--- config.mk ---
export PLATFORM = sky130hd
export DESIGN_NAME = calculate_new_capacity
export DESIGN_NICKNAME = d
export VERILOG_FILES = /design/src/rtl/calculate_new_capacity_pkg.sv /design/src/rtl/calculate_new_capacity_spot_popcount.sv /design/src/rtl/calculate_new_capacity.sv
export SDC_FILE = /design/constraint.sdc
export NUM_CORES = 1
export LEC_CHECK = 0
export BUFFER_PORTS_ARGS = -buffer_cell sky130_fd_sc_hd__buf_2
export CORE_MARGIN = 2
export CORE_UTILIZATION = 48
export DETAILED_ROUTE_END_ITERATION = 8
export HOLD_SLACK_MARGIN = 0.05
export PLACE_DENSITY = 0.76
export SYNTH_ARGS = -nofsm -noshare
export SYNTH_HDL_FRONTEND = slang
export SYNTH_SLANG_ARGS = --single-unit
--- constraint.sdc ---
create_clock -name clk -period 3.68 [get_ports clk]
set_clock_uncertainty 0.1 [all_clocks]
set_input_delay 0 -clock clk [delete_from_list [all_inputs] [get_ports clk]]
set_output_delay 0 -clock clk [all_outputs]
set_load 0.05 [all_outputs]
--- src/rtl/calculate_new_capacity_pkg.sv ---
// Shared sizes and types for the parking-occupancy updater.
package calc_cap_pkg;

  localparam int unsigned N_SPOTS = 8;
  localparam int unsigned CNT_W   = $clog2(N_SPOTS + 1);

  typedef logic [N_SPOTS-1:0] spot_map_t;
  typedef logic [CNT_W-1:0]   spot_cnt_t;

endpackage

--- src/rtl/calculate_new_capacity_spot_popcount.sv ---
// Combinational count of set bits in a spot map.
module spot_popcount
  import calc_cap_pkg::*;
(
  input  spot_map_t map,
  output spot_cnt_t count_c
);

  always_comb begin
    count_c = '0;
    for (int unsigned i = 0; i < N_SPOTS; i++) begin
      count_c = count_c + CNT_W'(map[i]);
    end
  end

endmodule

--- src/rtl/calculate_new_capacity.sv ---
// Parking-occupancy updater: applies a one-hot park (or release) request to the
// supplied map and registers the result, free count, full and error flags.
// Optional RELEASE_EN adds the release_spot input ("release" is a reserved word).
module calculate_new_capacity
  import calc_cap_pkg::*;
(
  input  logic      clk,
  input  logic      rst_n,
  input  logic      in_valid,
`ifdef RELEASE_EN
  input  logic      release_spot,
`endif
  input  spot_map_t park_location,
  input  spot_map_t parking_capacity,
  output logic      out_valid,
  output spot_map_t new_capacity,
  output spot_cnt_t free_count,
  output logic      full,
  output logic      err_onehot,
  output logic      err_occupied
);

  logic      loc_onehot;
  spot_map_t nxt_cap;
  logic      nxt_err_onehot;
  logic      nxt_err_occupied;
  spot_cnt_t nxt_used;

  assign loc_onehot = (park_location != '0) &&
                      ((park_location & (park_location - spot_map_t'(1))) == '0);

  // Next map and error flags; onehot error takes precedence over occupancy error.
  always_comb begin
    nxt_cap          = parking_capacity;
    nxt_err_onehot   = 1'b0;
    nxt_err_occupied = 1'b0;
    if (!loc_onehot) begin
      nxt_err_onehot = 1'b1;
    end
`ifdef RELEASE_EN
    else if (release_spot) begin
      if ((parking_capacity & park_location) == '0) nxt_err_occupied = 1'b1;
      else nxt_cap = parking_capacity & ~park_location;
    end
`endif
    else if ((parking_capacity & park_location) != '0) begin
      nxt_err_occupied = 1'b1;
    end else begin
      nxt_cap = parking_capacity | park_location;
    end
  end

  spot_popcount u_popcount (
    .map     (nxt_cap),
    .count_c (nxt_used)
  );

  always_ff @(posedge clk) begin
    if (!rst_n) begin
      out_valid    <= 1'b0;
      new_capacity <= '0;
      free_count   <= CNT_W'(N_SPOTS);
      full         <= 1'b0;
      err_onehot   <= 1'b0;
      err_occupied <= 1'b0;
    end else begin
      out_valid <= in_valid;
      if (in_valid) begin
        new_capacity <= nxt_cap;
        free_count   <= CNT_W'(N_SPOTS) - nxt_used;
        full         <= (nxt_cap == '1);
        err_onehot   <= nxt_err_onehot;
        err_occupied <= nxt_err_occupied;
      end
    end
  end

endmodule

==> impl_results.md <==
* Status: completed
* Syn Inst Count at 103
* Initial Util at 0.506
* Cell area after layout at 0.00144 mm2
* Total design power at 0.478 mW
* Synth Area in Compound Gates at 0.209
* PD cells at 332 mW/mm2
* Final ANT Viol Nets at 0
* Worst-Margin Slew at 0.501 ns
* Cell Count, Final, Fillers Out at 185
* Die height at 49.5 um
* Ratio of cells with drive above 1 in the final layout at 0.367
* Wire per inst at 14.3 um
* Register area share after synthesis at 0.323
* Main combinational cell family by area after synthesis: compound AO/OA/AOI/OAI gates
* Async set-or-reset flop fraction in the synthesized netlist at 0
* Yosys top cell by area: dfxtp_1
* Num ports at 35
* PortBufs at 34
* WL met1 at 1.13 mm
* Synth cell types at 30
* H-tree levels at 1
* CP Capture Type: register
* Worst Hold Class: in2reg
* Post-synthesis xor/xnor area fraction at 0.00883
* Placer Congestion at 0.837
* Crit path max fanout at 5
* Drt drc at 0
* Peak supply drop at 0.000274 V
* Final setup fails at 0
* TritonCTS clock tree: done
* ANT cells at 0
* Total grt overflow at 0
* Inst Count DP at 163
* Max-slew violations at 0
* Critical path required time at 3.76 ns
* Met3 Routed Length at 114 um
* Detailed-route via count at 989
* Final HPWL DP at 1.83 mm
* Share of the synthesized area in the top cell type at 0.323
* Max Cap Viol at 0
* Initial antenna violation count at 0
* EDFF count, synth at 0
* Largest net degree at the start of global routing at 14
* # clock sinks at 16
* GRT Util Overall at 0.221
* Layout Nets at 192
* Syn Nets at 135
* Maximum clock path buffer count at 2
* CTS Root Cell: clkbuf_4
* Synth area leaders: dfxtp_1 (32%), ha_1 (13%), fa_1 (6.1%), inv_1 (3.8%), nand2_1 (3.8%)
* Top FF cell, synth: dfxtp_1
* Multi-input gate area at 664 um2
* Slew headroom at 0.666
* Critical path class: in2reg
* WHS at 0.0461 ns
* Die ar. at 0.00245 mm2
* Min cycle time layout at 3.55 ns
* Final worst path period share at 0.966
* Worst-Skew Late Latency at 0.28 ns
* Layout fillers at 141
* Fmax at 281 MHz
* Via density at 5.35
* Post-synthesis mux area share at 0.0303
* CP startpoint kind: primary input
* CP arrival at 3.64 ns
* Die X-Extent at 49.5 um
* Synthesized area at 992 um2
* Final wirelength at 2.65 mm
* Avg Inst Size Synth at 9.63 um2
* CTS Buf Count at 3
* Rows at 16
* Area growth syn-to-layout at 45.0%
* Register bit count reported by yosys at 16
* First-pass GRT wire length at 4.24 mm
* Clk pin slew, worst setup/hold paths at 0.09 ns
* Post-synthesis simple-gate area fraction at 0.197
* Starting DRT DRC Count at 33
* Final-report hold violation count at 0
* Area post-placement at 0.00120 mm2
* Leak pwr at 0.697 nW
* Reg area at 320 um2
* Adder-Cell Fraction of Synth Area at 0.187
* Fin util at 0.733
* CORE AREA at 0.00196 mm2
* Vias in the first global route at 987
* Top Metal Used: met4
* Synth warnings at 0
* WL met2 at 1.34 mm
* 1st-pass router iterations at 5
==> sequential cells by signal, summed over array words and instances, names as in the netlist <==
register      count
free_count        4
out_valid         1
full              1
err_occupied      1
new_capacity      8
err_onehot        1
==> report_power, final <==
| part | switching [mW] | internal (mW) |
|---|---|---|
| combinational | 0.119 | 0.0714 |
| sequential | 0.00691 | 0.188 |
| clock | 0.0542 | 0.0381 |
| total | 0.180 | 0.298 |
==> per-stage QoR <==
| stage | TNS, ns | setup slack (ns) |
|---|---|---|
| global placement | 0 | 0.107 |
| detailed placement | -0.0421 | -0.0421 |
| global route | -0.0429 | -0.0429 |
| finish | 0 | 0.127 |
| floorplan | 0 | 0.334 |
| CTS | 0 | 0.0138 |
==> per-layer routing <==
metal | GRT usage | up-vias
li1 | - | 481
met1 | 0.272 | 450
met2 | 0.390 | 48
met3 | 0.0303 | 10
met4 | 0.0833 | 0
met5 | 0 | -
==> critical path: stages <==
cell and delay [ns]:
dlygate4sd3_1 0.55, buf_2 0.14, a22oi_1 0.17, nand4_1 0.21, a21oi_4 0.29, a21oi_4 0.11
fa_2 0.57, ha_1 0.17, fa_1 0.45, fa_2 0.39, ha_1 0.19, xnor2_1 0.15
nand2_1 0.07, o21ai_1 0.09, nand2_1 0.07
==> cell usage in the layout (no fill, tap or decap), types with 2 or more instances in the layout <==
master | netlist | final
a22o_1 | 4 | 4
nor2b_1 | 4 | 4
nand2_1 | 10 | 10
ha_1 | 10 | 10
buf_2 | 0 | 34
a21oi_4 | 1 | 3
nor2_1 | 5 | 5
o21ai_1 | 2 | 3
a22oi_2 | 0 | 2
a211oi_1 | 2 | 2
nand4b_1 | 4 | 4
dfxtp_1 | 16 | 16
a21o_2 | 4 | 4
mux2i_1 | 3 | 3
buf_4 | 0 | 4
nand2b_1 | 2 | 2
a21boi_0 | 2 | 2
inv_1 | 10 | 9
a22oi_1 | 4 | 2
dlygate4sd3_1 | 0 | 16
nand3_1 | 2 | 2
fa_2 | 0 | 2
nand4_1 | 2 | 2
clkbuf_4 | 0 | 3
==> cell usage after synthesis (2+ instances only) <==
master and number:
a211oi_1 2, a21boi_0 2, a21o_2 4, a21oi_1 2, a22o_1 4, a22oi_1 4
dfxtp_1 16, fa_1 3, ha_1 10, inv_1 10, mux2i_1 3, nand2_1 10
nand2b_1 2, nand3_1 2, nand4_1 2, nand4b_1 4, nor2_1 5, nor2b_1 4
o21ai_0 2, o21ai_1 2
==> cell type report <==
class / instances / area share
multi-input cells: 75 / 0.462
repair buffers: 54 / 0.250
well taps: 27 / 0.0235
flip-flops and latches: 16 / 0.223
inverters: 10 / 0.0261
clock buffers: 3 / 0.0157
==> logic make-up after synthesis <==
| group | Yosys count |
|---|---|
| muxes | 3 |
| DFF | 16 |
| xor gates and xnor gates | 1 |
| and+or+nand+nor | 32 |
| AOI/OAI and AO/OA | 26 |
| adders and majority gates | 13 |
| buffers and inverters | 12 |
==> what timing repair did <==
item / 4_1_cts / 5_1_grt
setup buffers: 0 / 3
hold endpoints to repair: 15 / 1
setup endpoints to repair: 0 / 2
resized for setup: 0 / 10
hold buffers: 15 / 1
==> path summary, 6_finish.rpt <==
check	slack (ns)	cells after the start	endpoint	from
max	0.13	15	free_count[3]$_SDFFE_PN1P_	parking_capacity[0]
min reg2reg	0.36	2	new_capacity[5]$_SDFFE_PN0P_	new_capacity[5]$_SDFFE_PN0P_
max reg2reg	2.92	1	new_capacity[3]$_SDFFE_PN0P_	new_capacity[3]$_SDFFE_PN0P_
min	0.05	3	new_capacity[4]$_SDFFE_PN0P_	park_location[4]
Note: power is estimated with default switching activity, not from simulation.
